[config.mk]
export PLATFORM = sky130hd
export DESIGN_NAME = cpu_irq_ctrl
export DESIGN_NICKNAME = d
export VERILOG_FILES = /design/src/rtl/cpu_irq_pkg.sv /design/src/rtl/irq_src_chan.sv /design/src/rtl/cpu_irq_ctrl.sv
export SDC_FILE = /design/constraint.sdc
export NUM_CORES = 1
export LEC_CHECK = 0
export BUFFER_PORTS_ARGS = -buffer_cell sky130_fd_sc_hd__buf_2
export CAP_MARGIN = 20
export CORE_MARGIN = 10
export CORE_UTILIZATION = 57
export CTS_BUF_LIST = sky130_fd_sc_hd__clkbuf_4 sky130_fd_sc_hd__clkbuf_8
export DETAILED_ROUTE_END_ITERATION = 10
export GPL_ROUTABILITY_DRIVEN = 0
export PLACE_DENSITY = 0.87
export REMOVE_ABC_BUFFERS = 1
export SYNTH_ARGS = -nofsm -noshare
export SYNTH_HDL_FRONTEND = slang
export SYNTH_HIERARCHICAL = 1
export SYNTH_SLANG_ARGS = --single-unit
[constraint.sdc]
create_clock -name clk -period 4.8 [get_ports clk]
set_input_delay 0.96 -clock clk [delete_from_list [all_inputs] [get_ports clk]]
set_output_delay 0.96 -clock clk [all_outputs]
set_load 0.02 [all_outputs]
[src/rtl/cpu_irq_pkg.sv]
`default_nettype none
// ============================================================================
// Module      : cpu_irq_pkg
// Description : Shared register offsets, CTRL bit positions and a priority
//               encoder helper for the 6502 interrupt controller.
// Revision    : 1.0 - initial release
// ============================================================================
package cpu_irq_pkg;

  // One byte of the CPU-visible register window
  typedef logic [7:0] reg_byte_t;

  // Register offsets from the window base
  localparam logic [2:0] OFS_STATUS = 3'd0;
  localparam logic [2:0] OFS_MASK   = 3'd1;
  localparam logic [2:0] OFS_MODE   = 3'd2;
  localparam logic [2:0] OFS_CTRL   = 3'd3;
  localparam logic [2:0] OFS_PRIO   = 3'd4;

  // Number of bytes decoded in the window
  localparam int WINDOW_BYTES = 5;

  // CTRL bit positions
  localparam int CTRL_IRQ_EN = 0;
  localparam int CTRL_NMI_EN = 1;

  // PRIO value returned when nothing is pending and unmasked
  localparam reg_byte_t PRIO_NONE = 8'hFF;

  // Index of the lowest set bit, PRIO_NONE if the vector is all zero
  function automatic reg_byte_t prio_enc(input reg_byte_t v);
    reg_byte_t idx;
    idx = PRIO_NONE;
    for (int i = 7; i >= 0; i--) begin
      if (v[i]) idx = reg_byte_t'(i);
    end
    return idx;
  endfunction

endpackage
`default_nettype wire

[src/rtl/irq_src_chan.sv]
`default_nettype none
// ============================================================================
// Module      : irq_src_chan
// Description : One IRQ source channel: optional input synchronizer, rising
//               edge detector and pending flop (edge or level mode, set wins
//               over write-1-to-clear).
//               Optional macro CPU_IRQ_CTRL_SYNC_EN adds a 2-flop synchronizer.
// Revision    : 1.0 - initial release
// ============================================================================
module irq_src_chan (
  input  logic clk,
  input  logic rst,
  input  logic src,
  input  logic mode,
  input  logic clr,
  output logic pending
);

  logic src_s;
  logic src_q;
  logic rise;

`ifdef CPU_IRQ_CTRL_SYNC_EN
  logic sync1;
  logic sync2;

  // Two-flop synchronizer for an asynchronous request line
  always_ff @(posedge clk) begin
    if (rst) begin
      sync1 <= 1'b0;
      sync2 <= 1'b0;
    end else begin
      sync1 <= src;
      sync2 <= sync1;
    end
  end

  assign src_s = sync2;
`else
  assign src_s = src;
`endif

  assign rise = src_s & ~src_q;

  // Edge history and pending state; a new edge beats a same-cycle clear
  always_ff @(posedge clk) begin
    if (rst) begin
      src_q   <= 1'b0;
      pending <= 1'b0;
    end else begin
      src_q <= src_s;
      if (mode) begin
        pending <= rise | (pending & ~clr);
      end else begin
        pending <= src_s;
      end
    end
  end

endmodule
`default_nettype wire

[src/rtl/cpu_irq_ctrl.sv]
`default_nettype none
// ============================================================================
// Module      : cpu_irq_ctrl
// Description : Interrupt controller for the 6502 core. Merges NUM_SRC
//               request lines into an active-low IRQ with mask/mode/pending
//               registers, and stretches a dedicated NMI request into a
//               retriggerable active-low pulse. Registers sit at BASE_ADDR.
//               Optional macro CPU_IRQ_CTRL_SYNC_EN synchronizes src/nmi_src.
// Revision    : 1.0 - initial release
// ============================================================================
module cpu_irq_ctrl
  import cpu_irq_pkg::*;
#(
  parameter int                NUM_SRC   = 4,
  parameter int                ADDR_W    = 16,
  parameter logic [ADDR_W-1:0] BASE_ADDR = 16'h4020,
  parameter int                NMI_PULSE = 2
) (
  input  logic               clk,
  input  logic               rst,
  input  logic [NUM_SRC-1:0] src,
  input  logic               nmi_src,
  input  logic [ADDR_W-1:0]  addr,
  input  logic [7:0]         data_in,
  input  logic               wen,
  input  logic               ren,
  output logic [7:0]         data_out,
  output logic               irq,
  output logic               nmi
);

  localparam int               CNT_W      = $clog2(NMI_PULSE + 1);
  localparam logic [CNT_W-1:0] PULSE_LOAD = CNT_W'(NMI_PULSE);

  // ---------------------------------------------------------------- decode
  logic [ADDR_W-1:0] offset_full;
  logic [2:0]        offset;
  logic              in_win;
  logic              wr_hit;

  // Subtracting first makes the window test wrap-safe for any base
  assign offset_full = addr - BASE_ADDR;
  assign in_win      = offset_full < ADDR_W'(WINDOW_BYTES);
  assign offset      = offset_full[2:0];
  assign wr_hit      = wen & in_win;

  // --------------------------------------------------------- source state
  logic [NUM_SRC-1:0] mask;
  logic [NUM_SRC-1:0] mode;
  logic [NUM_SRC-1:0] pending;
  logic [NUM_SRC-1:0] clr;
  logic [1:0]         ctrl;

  assign clr = (wr_hit && offset == OFS_STATUS) ? data_in[NUM_SRC-1:0] : '0;

  generate
    for (genvar i = 0; i < NUM_SRC; i++) begin : g_src
      irq_src_chan u_chan (
        .clk     (clk),
        .rst     (rst),
        .src     (src[i]),
        .mode    (mode[i]),
        .clr     (clr[i]),
        .pending (pending[i])
      );
    end
  endgenerate

  // Bits 7:NUM_SRC of data_in have no destination in a narrow build
  logic unused_data_in;
  assign unused_data_in = ^data_in;

  // Mask / mode / ctrl register writes; unimplemented bits are dropped
  always_ff @(posedge clk) begin
    if (rst) begin
      mask <= '0;
      mode <= '0;
      ctrl <= '0;
    end else if (wr_hit) begin
      case (offset)
        OFS_MASK: mask <= data_in[NUM_SRC-1:0];
        OFS_MODE: mode <= data_in[NUM_SRC-1:0];
        OFS_CTRL: ctrl <= data_in[1:0];
        default:  ;
      endcase
    end
  end

  // ------------------------------------------------------ read path / PRIO
  reg_byte_t pend_b;
  reg_byte_t mask_b;
  reg_byte_t mode_b;
  reg_byte_t ctrl_b;
  reg_byte_t prio_b;
  reg_byte_t rd_val;

  // Zero-extend the NUM_SRC-wide registers to bus bytes and select read data
  always_comb begin
    pend_b                = '0;
    mask_b                = '0;
    mode_b                = '0;
    pend_b[NUM_SRC-1:0]   = pending;
    mask_b[NUM_SRC-1:0]   = mask;
    mode_b[NUM_SRC-1:0]   = mode;
    ctrl_b                = {6'b0, ctrl};
    prio_b                = prio_enc(pend_b & mask_b);
    rd_val                = 8'h00;
    if (in_win) begin
      case (offset)
        OFS_STATUS: rd_val = pend_b;
        OFS_MASK:   rd_val = mask_b;
        OFS_MODE:   rd_val = mode_b;
        OFS_CTRL:   rd_val = ctrl_b;
        OFS_PRIO:   rd_val = prio_b;
        default:    rd_val = 8'h00;
      endcase
    end
  end

  // Read data captured on ren and held until the next read
  always_ff @(posedge clk) begin
    if (rst) begin
      data_out <= 8'h00;
    end else if (ren) begin
      data_out <= rd_val;
    end
  end

  // ------------------------------------------------------------------ IRQ
  // Registered active-low IRQ from enabled, unmasked pending sources
  always_ff @(posedge clk) begin
    if (rst) begin
      irq <= 1'b1;
    end else begin
      irq <= ~(ctrl[CTRL_IRQ_EN] & |(pending & mask));
    end
  end

  // ------------------------------------------------------------------ NMI
  logic nmi_s;
  logic nmi_q;
  logic nmi_trig;
  logic [CNT_W-1:0] nmi_cnt;
  logic [CNT_W-1:0] nmi_cnt_next;

`ifdef CPU_IRQ_CTRL_SYNC_EN
  logic nmi_sync1;
  logic nmi_sync2;

  // Two-flop synchronizer for the NMI request
  always_ff @(posedge clk) begin
    if (rst) begin
      nmi_sync1 <= 1'b0;
      nmi_sync2 <= 1'b0;
    end else begin
      nmi_sync1 <= nmi_src;
      nmi_sync2 <= nmi_sync1;
    end
  end

  assign nmi_s = nmi_sync2;
`else
  assign nmi_s = nmi_src;
`endif

  // Enable gates only the trigger, so an active pulse always runs to the end
  assign nmi_trig = nmi_s & ~nmi_q & ctrl[CTRL_NMI_EN];

  // Next pulse count: reload on trigger, otherwise count down to zero
  always_comb begin
    nmi_cnt_next = nmi_cnt;
    if (nmi_trig) begin
      nmi_cnt_next = PULSE_LOAD;
    end else if (nmi_cnt != '0) begin
      nmi_cnt_next = nmi_cnt - 1'b1;
    end
  end

  // Pulse counter, edge history and registered active-low NMI
  always_ff @(posedge clk) begin
    if (rst) begin
      nmi_q   <= 1'b0;
      nmi_cnt <= '0;
      nmi     <= 1'b1;
    end else begin
      nmi_q   <= nmi_s;
      nmi_cnt <= nmi_cnt_next;
      nmi     <= (nmi_cnt_next == '0);
    end
  end

endmodule
`default_nettype wire

==> reports/qor.csv <==
stage;metric;value;unit
outcome;status;complete, no violations;
timing;drv_slew;0;
logic_synthesis;async_flop_share;0;%
final_layout;num-nets-final;220;
floorplan;ios;43;
critical_path;cp.required;5.05;ns
logic_synthesis;syn_avg_cell_area;9.829;sq um
final_layout;nFillCells;184;
placement;dp_hpwl;2865;um
critical_path;crit_type;in -> reg;
timing;setup_viol;0;
timing;report.final.hold_viol_count;0;
power;pwr-share-comb;12.5;%
power;power_frac_clock;25.0;%
floorplan;fp.dieH;71.20;um
global_route;overflow;0;
detailed_routing;routed_wl;3638;um
global_route;gr-usage-met3;4.603;%
worst_hold_path;min_path_cells;1;
logic_synthesis;synth_flop_cell;dfxtp_1;
global_route;top_usage_layer;met2;
global_route;grt_pass1_vias;1371;
timing;fin_hold_ws;0.4493;ns
logic_synthesis;ys_seq_area_share;37.52;%
power;sw_frac_of_total;24.27;%
logic_synthesis;syn_inst;152;
worst_hold_path;hold_path_class;reg -> reg;
clock_network;cts_setup_buffers;0;
timing;relSlewSlack;55.77;%
clock_network;post_cts_resized;0;
clock_network;cts_made_buffers;3;
detailed_routing;postRouteAntennaNets;0;
floorplan;rows;18;
detailed_routing;via_per_inst;6.028;
detailed_routing;vias;1290;
critical_path;critPathLaunchType;input pin;
timing;fmax;335.7;MHz
clock_network;cts.hold.buffers_added;0;
clock_network;tritoncts;done;
global_route;use_met1;15.11;%
logic_synthesis;synth-compound-area-share;14.57;%
power;intPower;289.7;uW
logic_synthesis;synth.distinct_cells;41;
detailed_routing;wl_per_cell;17.00;um
power;p_total;382.5;uW
clock_network;clk_latency;0.33;ns
power;leakagePower;0.7515;nW
final_layout;drive_above_1_share;27.72;%
global_route;grt_use_total;14.50;%
timing;min_period;2.979;ns
timing;final.setup.tns;0;ns
logic_synthesis;ys_seq_elements;28;
logic_synthesis;yosys.area_share.adder;0.8375;%
timing;worst_slack;1.821;ns
logic_synthesis;synth_top_family_by_area;simple AND/OR/NAND/NOR gates;
detailed_routing;drc_errors;0;
timing;tightest_slew;0.6621;ns
logic_synthesis;synth-simple-area-share;30.49;%
clock_network;clock_path_buffers;2;
detailed_routing;dr.first_iter.drc_count;85;
placement;pre_cts_slack;1.512;ns
clock_network;cts.sinks;28;
critical_path;crit_path_max_fanout;9;
power;seqPwrFrac;62.5;%
clock_network;clk_pin_slew;0.14;ns
final_layout;syn_to_final_growth;13.65;%
timing;finClkSkew;0.007642;ns
global_route;grt_max_degree;31;
timing;post-route-period-util;62.05;%
critical_path;critPathArrivalTime;3.23;ns
placement;io_buffers;38;
floorplan;initial_utilization;59.76;%
critical_path;reg2reg_depth;4;
logic_synthesis;synth_warnings;6;
power;peakVddDrop;0.1881;mV
floorplan;coreArea;2500;sq um
clock_network;htreeDepth;1;
global_route;grt_pass1_wl;6113;um
power;power.density;225.3;nW/um^2
job;maxCapViolations;0;
logic_synthesis;yosys.area_share.xor_xnor;0;%
logic_synthesis;synth_edf_count;0;
timing;rsz0062_at_grt;false;
global_route;antenna_found_initial;0;
power;p_sw;92.84;uW
clock_network;cts_root_buf;clkbuf_4;
floorplan;dieArea;5069;sq um
floorplan;die_w;71.20;um
final_layout;diodes;0;
logic_synthesis;synthMuxAreaShare;11.73;%
global_route;grt_use_met2;25.00;%
logic_synthesis;synth_area;1494;sq um
critical_path;worstSetupEndpointType;register;
detailed_routing;drt_first_pass_iters;4;
synth_stat cells, drive strengths merged (2+ instances only):
cell      n  share of area (%)
a21o      5                2.5
a22oi     2                1.0
a2bb2oi   2                1.2
a31oi     2               0.84
and2b     4                2.0
and4      3                2.3
and4bb    4                3.4
buf       4                1.8
clkbuf    5                1.3
dfxtp    28                 38
inv       7                1.8
mux2i    13                8.7
mux4      2                3.0
nand2     7                1.8
nand2b   20                8.4
nand4     4                2.1
nor2      4                1.0
nor2b     3                1.3
nor3      5                1.7
nor4      3                1.3
o21a      3                1.5
o31ai     2                1.0
o32ai     3                1.8
or4bb     2                1.5
state kept, by name (all words and copies together) (netlist names):
name,count
data_out,5
g_src.u_chan/pending,4
g_src.u_chan/src_q,4
mask,4
mode,4
ctrl,2
nmi_cnt,2
irq,1
nmi,1
nmi_q,1
path summary, 6_finish.rpt:
kind                           start                 endpoint  slack, ns
max                          addr[5]  g_src[3].u_chan/pending       1.82
min                       nmi_cnt[0]               nmi_cnt[0]       0.45
max reg2reg  g_src[1].u_chan/pending              data_out[2]       3.42
min reg2reg               nmi_cnt[0]               nmi_cnt[0]       0.45
critical path: stages:
cell	delay (ns)
buf_2	0.11
inv_1	0.05
ha_1	0.29
nand4bb_1	0.12
a2111oi_2	0.61
nand4_2	0.39
nor3_1	0.30
and4bb_1	0.25
a21o_1	0.15
cell type report:
class	instances	area, sq um	share of cell area [%]
clock buffer	3	22.52	1.326
inverter	7	26.28	1.548
multi-input combinational	108	860.8	50.70
sequential	28	560.5	33.01
tap	30	37.54	2.211
timing repair buffer	38	190.2	11.20
cell usage in the layout, fill, tap and decap left out, types with 3 or more instances in the layout:
| master | n |
|---|---|
| nor3_1 | 5 |
| nor2_1 | 4 |
| clkbuf_4 | 3 |
| o32ai_1 | 3 |
| inv_1 | 7 |
| nand2_1 | 7 |
| and4_4 | 3 |
| and4bb_1 | 4 |
| a21o_1 | 5 |
| nor2b_1 | 3 |
| and2b_1 | 4 |
| buf_2 | 38 |
| nand4_1 | 3 |
| o21a_1 | 3 |
| dfxtp_1 | 28 |
| nor4_1 | 3 |
| nand2b_1 | 20 |
| mux2i_1 | 13 |
power groups by stage:
stage,registers (mW),clock network (mW),logic (mW)
floorplan,0.243,0,0.0238
global placement,0.244,0,0.0440
detailed placement,0.244,0,0.0474
CTS,0.239,0.0962,0.0475
global route,0.240,0.106,0.0525
finish,0.239,0.0956,0.0479
per-layer routing:
layer / wire, um / share of wire [%]
met1: 1413 / 39
met2: 1852 / 51
met3: 252 / 6.9
met4: 120 / 3.3
met5: 0 / 0
per-stage QoR:
stage | cell area (sq um) | utilization (%) | cells
floorplan | 1448 | - | 143
global placement | 1675 | 67.02 | 211
detailed placement | 1675 | 67.02 | 211
CTS | 1698 | 67.92 | 214
global route | 1698 | 67.92 | 214
finish | 1698 | 67.92 | 214
cells by family after synthesis:
logic type               after synthesis
AO/OA/AOI/OAI                         26
adder cells (fa/ha/maj)                1
buffers and inverters                 16
flip-flops                            28
multiplexers                          15
AND/OR/NAND/NOR                       66
Power figures use the tool's default switching activity.
